<file path="src/rtl/branch_predictor.sv">
// Dynamic branch predictor: direct-mapped BTB with a 2-bit saturating
// direction counter per entry, combinational lookup on the fetch PC and
// registered training from the execute stage. Also keeps a saturating
// count of resolved mispredictions.
module branch_predictor #(
  parameter int unsigned DATA_WIDTH = 32,
  parameter int unsigned ENTRIES    = 16
) (
  input  logic                  clk,
  input  logic                  rst,
  input  logic [DATA_WIDTH-1:0] fetch_pc,
  output logic                  predict_valid,
  output logic                  predict_taken,
  output logic [DATA_WIDTH-1:0] predict_target,
  input  logic                  update_en,
  input  logic [DATA_WIDTH-1:0] update_pc,
  input  logic                  update_taken,
  input  logic [DATA_WIDTH-1:0] update_target,
  input  logic                  update_mispredict,
  output logic [31:0]           mispredict_count
);

  localparam int unsigned IDX_BITS = $clog2(ENTRIES);
  localparam int unsigned TAG_BITS = DATA_WIDTH - IDX_BITS - 2;

  // Direction counter encodings
  localparam logic [1:0] CTR_STRONG_NT = 2'b00;
  localparam logic [1:0] CTR_WEAK_NT   = 2'b01;
  localparam logic [1:0] CTR_WEAK_T    = 2'b10;
  localparam logic [1:0] CTR_STRONG_T  = 2'b11;

  // Entry storage; only valid and ctr carry reset state
  logic                  valid_q  [ENTRIES];
  logic [1:0]            ctr_q    [ENTRIES];
  logic [TAG_BITS-1:0]   tag_q    [ENTRIES];
  logic [DATA_WIDTH-1:0] target_q [ENTRIES];

  // Address split for lookup and update ports (pc[1:0] is ignored)
  logic [IDX_BITS-1:0] fetch_idx;
  logic [TAG_BITS-1:0] fetch_tag;
  logic [IDX_BITS-1:0] upd_idx;
  logic [TAG_BITS-1:0] upd_tag;
  logic                unused_pc_bits;

  assign fetch_idx      = fetch_pc[IDX_BITS+1:2];
  assign fetch_tag      = fetch_pc[DATA_WIDTH-1:IDX_BITS+2];
  assign upd_idx        = update_pc[IDX_BITS+1:2];
  assign upd_tag        = update_pc[DATA_WIDTH-1:IDX_BITS+2];
  assign unused_pc_bits = ^{fetch_pc[1:0], update_pc[1:0]};

  // Lookup path
  logic fetch_hit;

  // Combinational BTB lookup; reads pre-update contents (no bypass)
  always_comb begin
    fetch_hit      = valid_q[fetch_idx] && (tag_q[fetch_idx] == fetch_tag);
    predict_valid  = fetch_hit;
    predict_taken  = fetch_hit && ctr_q[fetch_idx][1];
    predict_target = fetch_hit ? target_q[fetch_idx] : '0;
  end

  // Update path decode
  logic       upd_hit;
  logic       upd_write_entry;
  logic [1:0] upd_ctr_cur;
  logic [1:0] upd_ctr_next;

  // Next counter value for the trained entry
  always_comb begin
    upd_hit         = valid_q[upd_idx] && (tag_q[upd_idx] == upd_tag);
    upd_ctr_cur     = ctr_q[upd_idx];
    upd_ctr_next    = upd_ctr_cur;
    upd_write_entry = 1'b0;
    if (update_en) begin
      if (upd_hit) begin
        upd_write_entry = 1'b1;
        if (update_taken) begin
          upd_ctr_next = (upd_ctr_cur == CTR_STRONG_T) ? CTR_STRONG_T
                                                       : upd_ctr_cur + 2'd1;
        end else begin
          upd_ctr_next = (upd_ctr_cur == CTR_STRONG_NT) ? CTR_STRONG_NT
                                                        : upd_ctr_cur - 2'd1;
        end
      end else if (update_taken) begin
        // Taken miss allocates (or evicts an aliasing entry); not-taken misses never allocate
        upd_write_entry = 1'b1;
        upd_ctr_next    = CTR_WEAK_T;
      end
    end
  end

  // BTB array state; tag/target are left unreset since valid masks them
  always_ff @(posedge clk or posedge rst) begin
    if (rst) begin
      for (int unsigned i = 0; i < ENTRIES; i++) begin
        valid_q[i] <= 1'b0;
        ctr_q[i]   <= CTR_WEAK_NT;
      end
    end else if (upd_write_entry) begin
      valid_q[upd_idx] <= 1'b1;
      ctr_q[upd_idx]   <= upd_ctr_next;
      if (update_taken) begin
        tag_q[upd_idx]    <= upd_tag;
        target_q[upd_idx] <= update_target;
      end
    end
  end

  // Saturating misprediction counter
  always_ff @(posedge clk or posedge rst) begin
    if (rst) begin
      mispredict_count <= '0;
    end else if (update_en && update_mispredict && (mispredict_count != '1)) begin
      mispredict_count <= mispredict_count + 32'd1;
    end
  end

endmodule

</file>
<file path="config.mk">
export PLATFORM = sky130hd
export DESIGN_NAME = branch_predictor
export DESIGN_NICKNAME = d
export VERILOG_FILES = /design/src/rtl/branch_predictor.sv
export SDC_FILE = /design/constraint.sdc
export NUM_CORES = 1
export LEC_CHECK = 0
export CAP_MARGIN = 20
export CORE_ASPECT_RATIO = 2
export CORE_UTILIZATION = 54
export CTS_BUF_LIST = sky130_fd_sc_hd__clkbuf_4 sky130_fd_sc_hd__clkbuf_8
export DETAILED_ROUTE_END_ITERATION = 16
export MAX_ROUTING_LAYER = met4
export PLACE_DENSITY = 0.73
export SLEW_MARGIN = 0
export SYNTH_ARGS = -nofsm -noshare
export SYNTH_HDL_FRONTEND = slang
export SYNTH_SLANG_ARGS = --single-unit
</file>
<file path="constraint.sdc">
create_clock -name clk -period 8.24 [get_ports clk]
set_clock_uncertainty 0.05 [all_clocks]
set_input_delay 1.236 -clock clk [delete_from_list [all_inputs] [get_ports clk]]
set_output_delay 1.236 -clock clk [all_outputs]
set_load 0.005 [all_outputs]
</file>
== Word-level counts from Yosys, hierarchy flattened ==
Memory sizes are Yosys's and may differ from the RTL's.
Index checks and enable logic that the tools add are counted.

* Register bits after elaboration: 80
* Bits in latches: 0
* Memory bits (writable): 928
* ROM bits: 0
* Word-level logic and storage cells: 86
* Memories kept: 2

* Add/subtract/negate cells: 3
* Multipliers: 0
* Div/mod/pow operators: 0
* $lt $le $gt $ge: 3
* Equality and inequality tests: 4
* Shift operators: 0
* Mux-type cells: 29
* Bitwise gates (word level): 3
* Reductions and logical operators: 9

{| class="wikitable"
|+ Memory list
! memory !! depth !! width !! read ports !! clocked after memory_dff !! write ports !! RTL line !! RTL
|-
| target_q || 16 || 32 || 1 || 0 || 1 || 36 || <nowiki>logic [DATA_WIDTH-1:0] target_q [ENTRIES];</nowiki>
|-
| tag_q || 16 || 26 || 2 || 0 || 1 || 35 || <nowiki>logic [TAG_BITS-1:0] tag_q [ENTRIES];</nowiki>
|}

{| class="wikitable"
|+ Operator list
! cell !! count
|-
| $eq A26 B26 Y1 || 2
|-
| $add A32 B1 Y32 const B || 1
|-
| $bwmux W32 || 1
|-
| $mux W32 || 1
|-
| $ne A32 B32 Y1 const B || 1
|-
| $mux W2 || 11
|-
| $bmux W2 S4 || 2
|-
| $or A16 B16 Y16 || 1
|-
| $ge A5 B5 Y1 const B || 2
|-
| $mux W1 || 10
|-
| $not A4 Y5 || 2
|-
| $bmux W1 S4 || 2
|-
| $demux W2 S4 || 1
|-
| $logic_and A1 B1 Y1 || 7
|-
| $lt A5 B1 Y1 const B || 1
|-
| $demux W1 S4 || 1
|-
| $add A2 B1 Y2 const B || 1
|-
| $eq A2 B2 Y1 const B || 1
|-
| $logic_not A2 Y1 || 1
|-
| $sub A2 B1 Y2 const B || 1
|-
| $logic_not A1 Y1 || 1
|}

== Logic depth before layout (Yosys ltp) ==
* Depth in word-level cells: 10
* Mapped depth: 15
* Gate-level depth less buffers: 10

== Least setup slack after synthesis ==
No wires, ideal clock.

* Path type: input to output
* Start: input port fetch_pc[2]
* End: output port predict_target[10]
* Data arrival time: 4.244 ns
* Required time: 6.954 ns
* Setup slack: 2.710 ns
* Stages: 10
* Path buffers: 4
* Cells stage by stage: clkbuf_1 -> buf_2 -> buf_1 -> mux4_2 -> mux4_2 -> xor2_1 -> nor4_1 -> nand4_1 -> clkbuf_1 -> nor2b_1

* Longest elaborated chain between the ends: 6
* Elaborated cells between the ends (all ways): 9
* Those cells by class: eq/ne (1); mux (4); bitwise (1); reduce/logical (1); memory (2)

{| class="wikitable"
|+ RTL lines
! item !! RTL line !! RTL
|-
| start, declared || 11 || <nowiki>input logic [DATA_WIDTH-1:0] fetch_pc,</nowiki>
|-
| parallel branches: the longest is 5 deep, another holds $mem_v2 Z16 W26 || - ||
|-
| $mux W32 * || 59 || <nowiki>predict_target = fetch_hit ? target_q[fetch_idx] : '0;</nowiki>
|-
| end, declared || 14 || <nowiki>output logic [DATA_WIDTH-1:0] predict_target,</nowiki>
|}

Every way passes the cells marked *. The select of a mux whose other input is x is not followed.

== Worst setup path after layout ==
* Start: input port fetch_pc[2]
* End: output port predict_target[29]

Same word-level chain as after synthesis.

==> summary.md <==
| Metric | Value |
|---|---|
| Setup TNS | 0 ps |
| Clock Sinks | 1008 |
| Setup-failing EPs final | 0 |
| Maximum VDD drop | 0.141 mV |
| Die width | 203 um |
| Worst Hold End | valid_q[15] |
| Root Buffer | clkbuf_8 |
| Slew @ Worst Pin | 1220 ps |
| GR Util All Layers | 28.7% |
| Inserted Clock Buffers | between 100 and 150 |
| RSZ-0062 raised after global routing | false |
| Post-synth top area share | approximately 64% |
| Maximum buffer depth of the clock tree | 3 |
| Clock power frac | 36.1% |
| Rows | between 100 and 150 |
| Hold Startpoint | valid_q[15] |
| Min Tclk post-route | 7410 ps |
| Fmax | 0.135 GHz |
| Status | finished, final reports clean |
| Flop pwr share | a little under three fifths |
| Crit path DAT | 6130 ps |
| Post-CTS Resized | 0 |
| Register Area | 29900 um2 |
| Leakage power | 15.7 nW |
| Synth area leader | edfxtp_1 |
| #FFs+latches synth | 1008 |
| Vias in the first global route | 24635 |
| Worst Setup Start Kind | input port |
| Total grt overflow | 0 |
| Drt via density | 6.61 |
| DPL Wire Length | 66300 um |
| CTS tree | built |
| Switching part of the total | 22.9% |
| Maxcap violations | 0 |
| 1st-iter DRT viols | 1967 |
| Final wirelength | between 100000 and 150000 um |
| Final slew viol count | 0 |
| Synthesis Warnings | 0 |
| Pwr/cell area | 209 nW/um2 |
| Multi-input logic area | 13000 um2 |
| Top_reg_cell synth | edfxtp_1 |
| Worst path required time | 6950 ps |
| CP Launch Point | fetch_pc[2] |
| First-pass GRT wire length | 162000 um |
| Synth Net Count | 2212 |
| Layout net count | between 2000 and 2500 |
| Post-route ant nets | 0 |
| Die Ht | 403 um |
| IO Port Bufs | 162 |
| Dominant cells by area after synthesis | edfxtp_1 (64%), mux4_2 (20%), dfrtp_1 (3.7%) |
| Sequential share of the synthesized area | 68.8% |
| Reg2reg path depth | 9 |
| # fillers | approximately 5500 |
| Largest net degree at the start of global routing | 81 |
| Hold path depth | 1 |
| Initial antenna violation count | 10 |
| R2r setup slk | 3920 ps |
| Reg-to-Reg End | ctr_q[30] |
| Post-Syn Area | 43400 um2 |
| Period utilization | 90.0% |
| FFs w/ async S/R, synth | 7.94% |
| H-tree depth | 4 |
| FF-to-FF Start | tag_q[10][19] |
| CP max FO | 41 |
| Layout cells sized above 1 | 30.1% |
| Synth Instances | 2110 |
| Area delta synth->final | 13.1% |
| Drc violations | 0 |
| Clock transition at path regs | 70 ps |
| Power consumption | 0.0103 W |
| Net Sw Power | 0.00234 W |
| Slew headroom | ~19% |
| Vias post-DR | 23064 |
| Yosys cell types | 71 |
| I/O Pins | 167 |
| Post-DR wirelength/cell | 31.8 um |
| Final Hold Viols | 0 |
| Die area | approximately 82000 um2 |
| Core area | about 79000 um2 |
| Post-CTS setup buffers | 0 |
| Initial Utilization | between 50% and 60% |
| Syn Area/Cell | about 21 um2 |
| CP Capture Type | primary output |
| Skew-Pair Late Insertion Delay | 810 ps |
| Combinational power share | 8.2% |
| EDFF count, synth | 928 |
| Worst setup path class | in -> out |
| Internal power | 0.00791 W |
| Gpl congestion | ~0.95 |
| Pre-antenna DRT Iters | 9 |
| Worst hold path class | reg -> reg |
| Hold buffers post-CTS | 0 |
-- sequential cells by signal, indices dropped and copies added, names as in the netlist --
name              count
valid_q              16
ctr_q                32
tag_q               416
mispredict_count     32
target_q            512
-- Yosys cell counts, types with 3 or more instances --
cell type,count
buf_1,28
a22oi_1,17
mux2_2,12
a21o_1,4
buf_6,5
xor2_1,25
nor2b_1,43
nand4_1,17
inv_1,26
nor4_1,3
nand2b_1,24
nand2_1,46
a21boi_0,5
o22a_1,4
o21ai_0,11
o22ai_1,10
a21oi_1,11
or4_1,4
nand3_1,26
clkbuf_1,51
a221oi_1,6
edfxtp_1,928
a2bb2oi_1,9
a211oi_1,6
mux4_2,391
or3_1,4
nand3_2,10
a221o_1,7
buf_4,13
buf_2,25
o221ai_1,7
nor3_1,18
and3_1,3
dfrtp_1,64
o31ai_1,3
a22o_1,9
dfstp_2,16
and2_1,9
mux2i_1,58
mux2_1,14
xnor2_1,56
nor2_1,45
-- power groups by stage --
| stage | Sequential, W | Combinational [W] | Clock, W |
|---|---|---|---|
| final | 0.00572 | 0.000836 | 0.00370 |
| after global routing | 0.00572 | 0.000884 | 0.00394 |
| after CTS | 0.00571 | 0.000840 | 0.00376 |
| after detailed placement | 0.00582 | 0.000837 | 0 |
| after global placement | 0.00581 | 0.000820 | 0 |
| after floorplan | 0.00580 | 0.000510 | 0 |
-- per-stage QoR --
stage / std cells / area [um2] / worst slack, ps / hold slack (ps) / util (%)
floorplan: 2110 / 43400 / 2710 / 396 / -
global placement: 3241 / 46500 / 974 / 417 / 58.5
detailed placement: 3241 / 46500 / 905 / 428 / 58.5
CTS: 3479 / 49100 / 857 / 447 / 61.8
global route: 3488 / 49100 / 720 / 464 / 61.8
finish: 3491 / 49100 / 828 / 444 / 61.8
-- metal layers --
layer	vias up	share of wire, %	GRT usage [%]
met2	1174	52	47.6
met5	-	0	-
met1	12142	34	32.4
met4	0	6.9	17.8
li1	9387	-	-
met3	361	6.7	4.81
-- cell families (layout without fill, tap and decap cells) --
| kind of cell | after synthesis | count (layout) | share of synthesized area, % |
|---|---|---|---|
| AO/OA/AOI/OAI | 131 | 131 | 2.38 |
| XOR/XNOR | 81 | 81 | 1.63 |
| adder cells (fa/ha/maj) | 1 | 1 | 0.0288 |
| buffers and inverters | 149 | 483 | 1.56 |
| flip-flops | 1008 | 1008 | 68.8 |
| multiplexers | 476 | 476 | 22.3 |
| other | 0 | 11 | 0 |
| AND/OR/NAND/NOR | 264 | 264 | 3.30 |
-- critical path, stage by stage --
cell and delay, ps:
buf_8 390, buf_12 310, mux4_2 570, mux4_2 510
xnor2_1 160, nand4_1 100, nor3_1 750, nand4_1 680
buf_4 510, nor2b_1 200, clkdlybuf4s50_1 540
-- cell type report --
cell class,count,share of cell area (%)
Antenna cell,11,0.0560
Multi-Input combinational cell,953,26.5
Clock inverter,60,0.810
Tap cell,1036,2.64
Inverter,27,0.206
Timing Repair Buffer,218,4.53
Sequential cell,1008,60.8
Clock buffer,178,4.48
-- worst max-delay path by stage --
stage | slack, ps | to
detailed placement | 910 | predict_target[11]
CTS | 860 | predict_target[29]
floorplan | 2710 | predict_target[10]
global route | 720 | predict_target[29]
global placement | 970 | predict_target[5]
finish | 830 | predict_target[29]
-- layout by cell type, fill, tap and decap left out, types with 41 or more instances in the layout --
master             n
mux4_2           391
mux2i_1           58
xnor2_1           56
clkbuf_8         139
clkdlybuf4s50_1  155
edfxtp_1         928
dfrtp_1           64
nor2b_1           41
nand2_1           46
buf_4             44
Power figures use the tool's default switching activity.
